`config.mk`:
```
export PLATFORM = sky130hd
export DESIGN_NAME = fft_out_reader_flat
export DESIGN_NICKNAME = d
export VERILOG_FILES = /design/src/rtl/fft_out_reader_if.sv /design/src/rtl/fft_out_reader.sv /design/src/flat_wrapper.sv
export SDC_FILE = /design/constraint.sdc
export NUM_CORES = 1
export LEC_CHECK = 0
export CELL_PAD_IN_SITES_DETAIL_PLACEMENT = 1
export CELL_PAD_IN_SITES_GLOBAL_PLACEMENT = 1
export CORE_MARGIN = 3
export CORE_UTILIZATION = 41
export DETAILED_ROUTE_END_ITERATION = 12
export HOLD_SLACK_MARGIN = 0.05
export PLACE_DENSITY_LB_ADDON = 0.1
export SLEW_MARGIN = 20
export SYNTH_ARGS = -nofsm -noshare
export SYNTH_HDL_FRONTEND = slang
export SYNTH_SLANG_ARGS = --single-unit
export TNS_END_PERCENT = 5
```
`constraint.sdc`:
```
create_clock -name clk -period 2.5 [get_ports clk]
set_input_delay 0.375 -clock clk [delete_from_list [all_inputs] [get_ports clk]]
set_output_delay 0.375 -clock clk [all_outputs]
set_load 0.01 [all_outputs]
```
`src/rtl/fft_out_reader_if.sv`:
```
// rtl/fft_out_reader_if.sv - capture-side and result-stream signals of the FFT output reader
interface fft_out_reader_if #(
  parameter int W = 16
);
  logic              fft_ready;
  logic              capture;
  logic [16*W-1:0]   fft_bins;
  logic              m_valid;
  logic              m_ready;
  logic [W-1:0]      m_real;
  logic [W-1:0]      m_imag;
  logic [2:0]        m_index;
  logic              m_last;
  logic              busy;
  logic              overrun;
  logic              clr_ovr;
  logic [7:0]        frame_cnt;

  modport master (
    input  fft_ready, capture, fft_bins, m_ready, clr_ovr,
    output m_valid, m_real, m_imag, m_index, m_last, busy, overrun, frame_cnt
  );

  modport slave (
    output fft_ready, capture, fft_bins, m_ready, clr_ovr,
    input  m_valid, m_real, m_imag, m_index, m_last, busy, overrun, frame_cnt
  );
endinterface

```
`src/rtl/fft_out_reader.sv`:
```
// rtl/fft_out_reader.sv - latches eight FFT bins and streams them in order 0..7
// Define SMAG_CONV_EN to convert sign-magnitude words to two's complement at capture.
module fft_out_reader #(
  parameter int W = 16
) (
  input  logic               clk,
  input  logic               rst_n,
  fft_out_reader_if.master   bus
);

  typedef enum logic {IDLE, STREAM} state_t;

  state_t         state_q, state_d;
  logic           ready_q, ready_d;
  logic [W-1:0]   buf_q [16];
  logic [W-1:0]   buf_d [16];
  logic [2:0]     idx_q, idx_d;
  logic           m_valid_q, m_valid_d;
  logic           busy_q, busy_d;
  logic           overrun_q, overrun_d;
  logic [7:0]     frame_cnt_q, frame_cnt_d;
  logic           ev;
  logic           beat;
  logic           load;
  logic           ovr_set;

  function automatic logic [W-1:0] conv_word(input logic [W-1:0] w);
`ifdef SMAG_CONV_EN
    conv_word = w[W-1] ? ({W{1'b0}} - {1'b0, w[W-2:0]}) : w;
`else
    conv_word = w;
`endif
  endfunction

  always_comb begin
    state_d     = state_q;
    ready_d     = bus.fft_ready;
    idx_d       = idx_q;
    m_valid_d   = m_valid_q;
    busy_d      = busy_q;
    frame_cnt_d = frame_cnt_q;
    load        = 1'b0;
    ovr_set     = 1'b0;
    ev          = (bus.fft_ready & ~ready_q) | bus.capture;
    beat        = m_valid_q & bus.m_ready;

    case (state_q)
      IDLE: begin
        if (ev) begin
          load      = 1'b1;
          idx_d     = 3'd0;
          m_valid_d = 1'b1;
          busy_d    = 1'b1;
          state_d   = STREAM;
        end
      end
      STREAM: begin
        if (beat && idx_q == 3'd7) begin
          frame_cnt_d = frame_cnt_q + 8'd1;
          // A capture coinciding with the final beat chains frames without a bubble.
          if (ev) begin
            load  = 1'b1;
            idx_d = 3'd0;
          end else begin
            m_valid_d = 1'b0;
            busy_d    = 1'b0;
            state_d   = IDLE;
          end
        end else begin
          if (beat) idx_d = idx_q + 3'd1;
          if (ev)   ovr_set = 1'b1;
        end
      end
      default: state_d = IDLE;
    endcase

    overrun_d = ovr_set | (overrun_q & ~bus.clr_ovr);

    for (int k = 0; k < 16; k++) begin
      buf_d[k] = load ? conv_word(bus.fft_bins[k*W +: W]) : buf_q[k];
    end
  end

  always_ff @(posedge clk or negedge rst_n) begin
    if (!rst_n) begin
      state_q     <= IDLE;
      ready_q     <= 1'b0;
      idx_q       <= 3'd0;
      m_valid_q   <= 1'b0;
      busy_q      <= 1'b0;
      overrun_q   <= 1'b0;
      frame_cnt_q <= 8'd0;
      for (int k = 0; k < 16; k++) buf_q[k] <= '0;
    end else begin
      state_q     <= state_d;
      ready_q     <= ready_d;
      idx_q       <= idx_d;
      m_valid_q   <= m_valid_d;
      busy_q      <= busy_d;
      overrun_q   <= overrun_d;
      frame_cnt_q <= frame_cnt_d;
      for (int k = 0; k < 16; k++) buf_q[k] <= buf_d[k];
    end
  end

  // Buffer word 2k holds bin k real, 2k+1 holds bin k imag.
  assign bus.m_real    = buf_q[{idx_q, 1'b0}];
  assign bus.m_imag    = buf_q[{idx_q, 1'b1}];
  assign bus.m_index   = idx_q;
  assign bus.m_last    = m_valid_q & (idx_q == 3'd7);
  assign bus.m_valid   = m_valid_q;
  assign bus.busy      = busy_q;
  assign bus.overrun   = overrun_q;
  assign bus.frame_cnt = frame_cnt_q;

endmodule

```
`src/flat_wrapper.sv`:
```
// flat-port wrapper written by rule: the top's interface ports become plain ports
module fft_out_reader_flat 
#(
  parameter int W = 16
)
  (clk, rst_n, bus_fft_ready, bus_capture, bus_fft_bins, bus_m_ready, bus_clr_ovr, bus_m_valid, bus_m_real, bus_m_imag, bus_m_index, bus_m_last, bus_busy, bus_overrun, bus_frame_cnt);
  fft_out_reader_if #(.W(W)) bus_i ();
  input  logic clk;
  input  logic rst_n;
  input wire logic [$bits(bus_i.fft_ready)-1:0] bus_fft_ready;
  input wire logic [$bits(bus_i.capture)-1:0] bus_capture;
  input wire logic [$bits(bus_i.fft_bins)-1:0] bus_fft_bins;
  input wire logic [$bits(bus_i.m_ready)-1:0] bus_m_ready;
  input wire logic [$bits(bus_i.clr_ovr)-1:0] bus_clr_ovr;
  output wire logic [$bits(bus_i.m_valid)-1:0] bus_m_valid;
  output wire logic [$bits(bus_i.m_real)-1:0] bus_m_real;
  output wire logic [$bits(bus_i.m_imag)-1:0] bus_m_imag;
  output wire logic [$bits(bus_i.m_index)-1:0] bus_m_index;
  output wire logic [$bits(bus_i.m_last)-1:0] bus_m_last;
  output wire logic [$bits(bus_i.busy)-1:0] bus_busy;
  output wire logic [$bits(bus_i.overrun)-1:0] bus_overrun;
  output wire logic [$bits(bus_i.frame_cnt)-1:0] bus_frame_cnt;
  assign bus_i.fft_ready = bus_fft_ready;
  assign bus_i.capture = bus_capture;
  assign bus_i.fft_bins = bus_fft_bins;
  assign bus_i.m_ready = bus_m_ready;
  assign bus_i.clr_ovr = bus_clr_ovr;
  assign bus_m_valid = bus_i.m_valid;
  assign bus_m_real = bus_i.m_real;
  assign bus_m_imag = bus_i.m_imag;
  assign bus_m_index = bus_i.m_index;
  assign bus_m_last = bus_i.m_last;
  assign bus_busy = bus_i.busy;
  assign bus_overrun = bus_i.overrun;
  assign bus_frame_cnt = bus_i.frame_cnt;
  fft_out_reader #(.W(W)) u_core (.clk(clk), .rst_n(rst_n), .bus(bus_i));
endmodule
```
==> qor.csv, run 1 <==
stage;metric;value;unit
synthesis;ys_ff_latch;271;
global_routing;grt_pass1_vias;8472;
routing;firstDrtPassIters;4;
clock_tree;clock_sinks;271;
setup_path;r2r_end;u_core.buf_q[13];
setup_path;endpoint;bus_m_imag[14];
die;core_area;28900;um^2
synthesis;ys.flop_type;dfrtp_1;
setup_path;crit_family;multiplexers;
power_and_ir_drop;power_density;1230;nW/um^2
timing;finalMaxSlewViolations;0;
global_routing;antenna_found_initial;4;
setup_path;crit_path_max_fanout;8;
synthesis;avgSynthCellArea;16.8;um^2
min_path;min_path_type;in2reg;
timing;fin_skew;0.0199;ns
synthesis;synth.most_common_cell;dfrtp_1;
synthesis;synth_nets;981;
die;ioPinCount;309;
setup_path;startpoint_type;flip-flop;
place;gp_congestion;0.774;
synthesis;async_flop_share;100;%
power_and_ir_drop;vdd_drop_max;0.629;mV
timing;fmax;0.370;GHz
routing;routed_via_density;5.14;
synthesis;syn_area;12100;um^2
global_routing;grtUsageTotal;20.9;%
finish;final_core_utilization;60.2;%
die;fp-row-count;62;
setup_path;cpMostUsedCell;buf_6;
setup_path;path_buf_inv;4;
global_routing;grt_pass1_wl;50.4;mm
die;die_h;178;um
finish;synthToLayoutAreaGrowth;44.1;%
setup_path;arrival;2.33;ns
synthesis;ys_warn_count;0;
clock_tree;cts_root_buf;clkbuf_16;
run_status;outcome;complete, but fails checks;
clock_tree;cts_tree;yes;
timing;fin_tns_setup;-4.82;ns
setup_path;r2r_cells;8;
finish;drive_above_1_share;24.2;%
setup_path;crit_required;2.12;ns
routing;routed_wl;33.0;mm
setup_path;cpMaxStageDelayCell;dfrtp_4;
timing;rsz0062_at_grt;true;
setup_path;crit_type;reg2out;
synthesis;ys_seq_area_share;56.2;%
global_routing;grt_max_degree;65;
setup_path;cp-end-kind;output pin;
die;dieArea;31500;um^2
synthesis;synth.largest_area_cell;dfrtp_1;
finish;nets;1337;
flow_run;cap_violations;0;
routing;dr_total_vias;7597;
setup_path;critical_path_cell_count;6;
timing;fin_crit;2.70;ns
setup_path;r2r_start;u_core.bus.m_index[0];
timing;setup_viol;32;
setup_path;max_stage_delay;0.50;ns
synthesis;synth_top_area_share;56.2;%
setup_path;crit_start;u_core.bus.m_index[0];
timing;slew_headroom;68.3;%
die;fp.dieW;178;um
place;dpl.hpwl;23.3;mm
place;io_buffer_count;308;
synthesis;synthTopCellsByCount;dfrtp_1 (271), mux2_1 (240), mux4_2 (62);
power_and_ir_drop;total_power;21.4;mW
setup_path;cp_cell_sequence;buf_6 -> buf_12 -> buf_4 -> mux4_2 -> mux2_4 -> buf_6;
clock_tree;htree_levels;1;
clock_tree;cts.path.max_buffers;3;
power_and_ir_drop;p_leak;7.45;nW
synthesis;synth.distinct_cells;29;
routing;routedWlPerCell;22.3;um
global_routing;grt_remaining_overflow;0;
clock_tree;cts_buffers;31;
clock_tree;path_clk_slew;0.06;ns
clock_tree;clock_latency;0.54;ns
routing;drt_iter0_drc;227;
routing;postRouteAntennaNets;0;
die;initial_core_util;41.8;%
synthesis;synth.area.top_cells;dfrtp_1 (56%), mux2_1 (22%), mux4_2 (12%);
timing;tightest_slew;0.475;ns
timing;worst_slack;-0.205;ns
synthesis;synth_cells;716;
setup_path;reg2reg_slack;0.16;ns
synthesis;synth_edf_count;0;
run_status;violations;setup timing;
timing;hold_viol_final;0;
routing;drc_errors;0;
timing;period_share;108;%
## cells in the final DEF (no fill, tap or decap), types with 3 or more instances in the layout
master,n
clkinv_2,6
nand3_1,3
buf_4,21
bufinv_16,3
buf_8,4
xor2_1,6
a22o_1,5
clkdlybuf4s50_1,274
mux2_2,28
mux2_4,23
buf_2,7
dfrtp_1,268
clkbuf_1,7
nor3_1,3
nor2_1,4
buf_6,35
mux4_2,62
clkbuf_16,31
nand2_1,5
mux2_1,239
buf_12,28
clkbuf_8,7
## metal layers
layer	track usage (%)	up-vias	part of all wire [%]
li1	-	3379	-
met1	28.3	3956	44
met2	34.2	207	48
met3	5.39	49	6.5
met4	4.25	6	1.9
met5	0	-	0.11
## kinds of logic (layout without fill, tap and decap cells)
family                     count (synthesis)  in the layout  share of synthesized area [%]
adders and majority gates                  3              3                          0.311
AOI/OAI and AO/OA                          9              9                          0.643
buffers and inverters                     50            427                           2.30
muxes                                    354            354                           39.1
DFF                                      271            271                           56.2
other                                      0              1                              0
and+or+nand+nor                           22             22                          0.954
xor gates and xnor gates                   7              7                          0.508
## layout make-up
class	count	area, um^2
multi-input cells	395	5110
well taps	384	480
fillers	2655	11500
repair buffers	371	3970
clock inverters	9	120
diodes	1	2.50
flip-flops and latches	271	6790
inverters	2	7.51
clock buffers	45	898
## worst min-delay path by stage
stage,from,endpoint,slack [ns],cells after the start
final,bus_fft_ready,u_core.ready_q,0.31,1
after global routing,bus_fft_ready,u_core.ready_q,0.28,1
after CTS,bus_fft_ready,u_core.ready_q,0.28,1
after detailed placement,rst_n,u_core.bus.frame_cnt[7],0.35,1
after global placement,rst_n,u_core.bus.frame_cnt[7],0.35,1
after floorplan,rst_n,u_core.buf_q[0],0.08,0
## what timing repair did
action,CTS,global route
hold buffers,1,0
endpoints found under the setup margin,33,263
resized for setup,181,21
hold endpoints to repair,50,0
setup buffers,26,6
cloned,2,0
## metrics by stage
step	cells	hold WS, ns	instance area, um^2	setup slack [ns]
after CTS	1475	0.275	17300	-0.309
after global routing	1478	0.281	17400	-0.288
final	1478	0.307	17400	-0.205
after detailed placement	1394	0.349	15900	-0.0224
after floorplan	716	0.0794	12100	0.501
after global placement	1394	0.353	15900	0.00506
## worst reg2reg max path: cells and delay by family (launching register included)
kind	cells	cell delay, ns
AO/OA/AOI/OAI	1	0.17
AND/OR/NAND/NOR	1	0.10
buffers and inverters	3	0.68
multiplexers	1	0.37
adder cells (fa/ha/maj)	2	0.41
flip-flops	1	0.50
## power breakdown
group	total [mW]	leakage [nW]	internal, mW	switching, mW
combinational	9.17	3.68	5.91	3.26
clock	4.55	0.506	2.77	1.78
sequential	7.73	3.26	6.54	1.19
## flip-flops by register name, summed over array words and instances, names as in the netlist
| name | count |
|---|---|
| u_core.buf_q | 256 |
| u_core.bus.frame_cnt | 8 |
| u_core.bus.m_index | 3 |
| u_core.bus.m_valid | 1 |
| u_core.bus.overrun | 1 |
| u_core.ready_q | 1 |
| u_core.state_q | 1 |
No activity file was read; power rests on OpenSTA's default activity.
==> run 2: changes to the inputs <==
Settings changed: CORE_UTILIZATION 41 to 44.
Clock period 2.5 ns to 3.3 ns, I/O delays scaled along.
==> run 2 against run 1 <==
Effect of this change: the flow now finishes without violations; sequential power fell by 24%; total power down 27%; sequential share of layout area rose by 1.3 points; non-clock buffer count shrank 37; global-route usage fell by 0.36 points; flip-flop and latch count stayed put; clock power decreased by 21%; die area down 6.6%; final area shrank 3.2%; clock skew is 0.00053 ns higher; register-to-register slack better by 0.49 ns; largest cell class unchanged; largest power group unchanged.
==> qor.csv, run 2 (synthesis gave the netlist of run 1 again) <==
stage;metric;value;unit
global_routing;grtUsageTotal;20.5;%
die;fp-row-count;59;
die;die_h;172;um
clock_tree;clock_latency;0.54;ns
clock_tree;clock_sinks;271;
place;dpl.cell_count;1331;
global_routing;grt_pass1_vias;8211;
setup_path;crit_type;reg2out;
min_path;hold_depth;1;
place;io_buffer_count;308;
setup_path;crit_required;2.80;ns
clock_tree;cts_buffers;30;
die;ioPinCount;309;
clock_tree;cts_tree;yes;
die;fp.dieW;172;um
setup_path;startpoint_type;flip-flop;
finish;n_fill_cell;2334;
routing;postRouteAntennaNets;0;
routing;routedLengthMet1;13.1;mm
finish;regMostFlops;u_core.buf_q;
setup_path;cp-end-kind;output pin;
routing;met2_wirelength;15.1;mm
die;core_area;26500;um^2
power_and_ir_drop;vdd_drop_max;0.596;mV
finish;largest_reg_flops;256;
timing;fin_crit;3.16;ns
timing;hold_viol_final;0;
finish;register_area;6790;um^2
timing;rsz0062_at_grt;false;
routing;dr_wl_met3;2.01;mm
power_and_ir_drop;p_leak;7.09;nW
setup_path;r2r_cells;7;
clock_tree;path_clk_slew;0.06;ns
timing;tightest_slew;0.817;ns
setup_path;reg2reg_slack;0.65;ns
routing;dr_total_vias;7431;
global_routing;grt_pass1_wl;46.7;mm
routing;drc_errors;0;
min_path;worstHoldStart;bus_fft_ready;
die;initial_core_util;45.5;%
clock_tree;cts_root_buf;clkbuf_16;
finish;final_common_cell;clkdlybuf4s50_1;
routing;top_layer;met5;
timing;fmax;0.316;GHz
routing;routed_via_density;5.33;
timing;fin_tns_setup;0;ns
clock_tree;cts.path.max_buffers;3;
finish;nets;1299;
routing;routed_wl;30.7;mm
global_routing;grt_remaining_overflow;0;
global_routing;antenna_found_initial;1;
setup_path;crit_path_max_fanout;22;
timing;slew_headroom;45.5;%
routing;drt_iter0_drc;327;
setup_path;r2r_end;u_core.buf_q[215];
timing;period_share;95.8;%
clock_tree;ctsResizeCount;0;
die;dieArea;29400;um^2
routing;firstDrtPassIters;4;
timing;finalMaxSlewViolations;0;
place;gp_congestion;0.780;
place;dpl.hpwl;21.7;mm
clock_tree;htree_levels;1;
flow_run;cap_violations;0;
finish;instances_no_fill;1394;
global_routing;grt_max_degree;71;
timing;setup_viol;0;
finish;synthToLayoutAreaGrowth;39.5;%
timing;hold_slack;0.431;ns
timing;fin_skew;0.0204;ns
power_and_ir_drop;power_density;925;nW/um^2
finish;drive_above_1_share;18.6;%
run_status;outcome;complete, no violations;
routing;routedWlPerCell;22.1;um
min_path;min_to;u_core.ready_q;
min_path;min_path_type;in2reg;
finish;multi_input_area;5020;um^2
setup_path;r2r_start;u_core.bus.m_index[0];
finish;final_cell_mix;clkdlybuf4s50_1 (307), dfrtp_1 (268), mux2_1 (240);
setup_path;arrival;2.67;ns
## run 2: report_power, final
group / internal, mW / switching (mW)
clock network: 2.27 / 1.33
logic: 3.90 / 2.15
registers: 4.95 / 0.954
total: 11.1 / 4.44
## run 2: repair_timing
action,4_1_cts,5_1_grt
buffers inserted,4,1
hold buffers,1,0
setup endpoints to repair,27,4
endpoints found under the hold margin,56,0
## run 2: worst max-delay path by stage
| stage | from | to | slack, ns | cells after the start |
|---|---|---|---|---|
| finish | u_core.bus.m_index[0] | bus_m_real[1] | 0.14 | 4 |
| global route | u_core.bus.m_index[0] | bus_m_real[1] | 0.04 | 4 |
| CTS | u_core.bus.m_index[1] | bus_m_real[1] | 0.03 | 4 |
| detailed placement | u_core.bus.m_index[0] | u_core.buf_q[215] | 0.50 | 7 |
| global placement | u_core.bus.m_index[0] | bus_m_real[1] | 0.50 | 4 |
| floorplan | u_core.bus.m_index[0] | bus_m_imag[10] | 1.21 | 4 |
## run 2: final cells by class
type	count	share of cell area (%)
antenna	2	0.0297
multi-input combinational	395	29.8
timing repair buffer	334	20.7
tap	335	2.49
inverter	2	0.0446
clock buffer	45	5.58
clock inverter	10	0.930
sequential	271	40.4
## run 2: critical path, stage by stage (launching register included)
cell             delay [ns]
dfrtp_4                0.53
buf_12                 0.25
mux4_2                 0.53
mux2_2                 0.28
clkdlybuf4s50_1        0.54
## run 2: metrics by stage
stage | total power, mW | utilization (%) | area (um^2) | worst slack, ns
after floorplan | 9.40 | - | 12100 | 1.21
after global placement | 11.7 | 59.0 | 15600 | 0.495
after detailed placement | 11.9 | 59.0 | 15600 | 0.496
after CTS | 15.7 | 63.4 | 16800 | 0.0337
after global routing | 16.5 | 63.5 | 16800 | 0.0376
final | 15.6 | 63.5 | 16800 | 0.138
## run 2: per-layer routing
metal  up-vias  GRT usage, %
li1       3312             -
met1      3879          27.4
met2       205          35.1
met3        33          4.64
met4         2          3.64
met5         -             0
==> run 3: changes to the inputs <==
Settings changed: PLACE_DENSITY set to 0.9, PLACE_DENSITY_LB_ADDON 0.1 to not set.
==> run 3 against run 2 <==
Effect of this change: global-route usage is 2.5 points higher; maximum frequency is 0.70% lower; routed wire length is 11% higher; die area stayed put; largest cell class unchanged; total power is 1.8% lower; final area is 1.1% lower; sequential share of layout area is 0.43 points higher; largest power group is now sequential cells.
==> qor.csv, run 3 (synthesis gave the netlist of run 1 again) <==
stage;metric;value;unit
power_and_ir_drop;combinationalPowerShare;39.3;%
finish;synthToLayoutAreaGrowth;38.0;%
min_path;min_path_type;in2reg;
power_and_ir_drop;vdd_drop_max;0.735;mV
die;fp-row-count;59;
timing;hold_viol_final;0;
routing;routedWlPerCell;24.6;um
min_path;worstHoldStart;bus_fft_ready;
clock_tree;clock_latency;0.54;ns
finish;regMostFlops;u_core.buf_q;
clock_tree;cts_root_buf;clkbuf_16;
place;dpl.hpwl;25.1;mm
clock_tree;path_clk_slew;0.06;ns
timing;fin_crit;3.18;ns
routing;firstDrtPassIters;7;
flow_run;cap_violations;0;
setup_path;r2r_start;u_core.bus.m_index[1];
global_routing;antenna_found_initial;3;
finish;instances_no_fill;1394;
setup_path;reg2reg_slack;0.64;ns
power_and_ir_drop;switching_power;4.58;mW
timing;finalMaxSlewViolations;0;
place;dpl.cell_count;1335;
routing;drc_errors;0;
global_routing;grt_pass1_wl;51.6;mm
setup_path;cp_cell_sequence;buf_4 -> mux4_2 -> mux2_2 -> clkdlybuf4s50_1;
routing;drt_iter0_drc;315;
die;core_area;26500;um^2
timing;fmax;0.314;GHz
clock_tree;cts_tree;yes;
finish;drive_above_1_share;18.0;%
power_and_ir_drop;seqPwrFrac;39.7;%
clock_tree;cts_buffers;29;
setup_path;path_buf_inv;2;
place;io_buffer_count;308;
setup_path;arrival;2.69;ns
routing;dr_total_vias;7620;
power_and_ir_drop;clock_power_share;21.0;%
setup_path;cpMaxStageDelayCell;dfrtp_4;
timing;tightest_slew;0.655;ns
die;ioPinCount;309;
timing;slew_headroom;56.3;%
setup_path;crit_path_max_fanout;19;
setup_path;crit_family;buffers and inverters;
routing;routed_via_density;5.47;
setup_path;startpoint_type;flip-flop;
setup_path;cp-end-kind;output pin;
clock_tree;htree_levels;1;
finish;final_core_utilization;62.8;%
finish;final_common_cell;clkdlybuf4s50_1;
die;fp.dieW;172;um
clock_tree;clock_sinks;271;
finish;final_cell_mix;clkdlybuf4s50_1 (306), dfrtp_1 (268), mux2_1 (240);
global_routing;met2_usage;42.0;%
global_routing;met1_usage;26.9;%
routing;routed_wl;34.3;mm
power_and_ir_drop;p_int;10.7;mW
global_routing;grt_remaining_overflow;0;
power_and_ir_drop;swShare;30.0;%
clock_tree;cts.path.max_buffers;3;
timing;setup_viol;0;
die;initial_core_util;45.5;%
routing;postRouteAntennaNets;0;
finish;largest_reg_flops;256;
setup_path;max_stage_delay;0.62;ns
global_routing;grt_busiest_layer;met2;
finish;finish.instance_area;16600;um^2
global_routing;grt_max_degree;96;
global_routing;grt_pass1_vias;8989;
setup_path;crit_start;u_core.bus.m_index[1];
timing;period_share;96.5;%
place;gp_congestion;0.803;
die;die_h;172;um
run_status;outcome;complete, no violations;
die;dieArea;29400;um^2
timing;fin_tns_setup;0;ns
place;dpl-instance-area;15700;um^2
timing;rsz0062_at_grt;false;
setup_path;crit_required;2.80;ns
power_and_ir_drop;p_leak;7.01;nW
timing;fin_skew;0.0164;ns
global_routing;grtUsageMet3;4.85;%
setup_path;crit_type;reg2out;
power_and_ir_drop;power_density;918;nW/um^2
finish;nets;1299;
global_routing;grtUsageTotal;23.0;%
[run 3: final cells by class]
class / instances / area, um^2
fillers: 2347 / 9860
flip-flops and latches: 271 / 6790
multi-input cells: 395 / 5020
repair buffers: 335 / 3450
clock buffers: 46 / 890
well taps: 335 / 419
clock inverters: 5 / 56.3
diodes: 5 / 12.5
inverters: 2 / 7.51
[run 3: timing repair]
item                       in CTS  in global routing
resized for setup               0                  2
hold buffers                    1                  0
hold endpoints to repair       62                  0
setup buffers                   2                  0
setup endpoints to repair      25                  1
[run 3: per-layer routing]
layer | wire (um) | part of all wire, %
met1 | 13100 | 38
met2 | 18100 | 53
met4 | 938 | 2.7
met3 | 2150 | 6.3
met5 | 0 | 0
[run 3: power by group through the flow]
| stage | Clock [mW] | Sequential, mW | Combinational, mW |
|---|---|---|---|
| 6_report | 3.21 | 6.07 | 6.00 |
| 5_1_grt | 3.47 | 6.24 | 6.44 |
| 4_1_cts | 3.29 | 6.07 | 6.10 |
| 3_5_place_dp | 0 | 6.13 | 5.94 |
| 3_3_place_gp | 0 | 5.99 | 5.67 |
| 2_1_floorplan | 0 | 5.52 | 3.88 |
[run 3: path summary, 6_finish.rpt]
check / depth (start not counted) / end
setup / recovery: 4 / bus_m_imag[14]
hold / removal: 1 / u_core.ready_q
setup reg to reg: 7 / u_core.buf_q[179]
hold reg to reg: 1 / u_core.bus.frame_cnt[7]
max in group asynchronous: 3 / u_core.buf_q[48]
min in group asynchronous: 2 / u_core.buf_q[223]
[run 3: through the flow]
stage          worst slack [ns]  power (mW)  hold slack [ns]
2_1_floorplan              1.21        9.40            0.199
3_3_place_gp              0.491        11.7            0.458
3_5_place_dp              0.467        12.1            0.475
4_1_cts                  0.0474        15.5            0.392
5_1_grt                  0.0102        16.1            0.413
6_report                  0.116        15.3            0.424
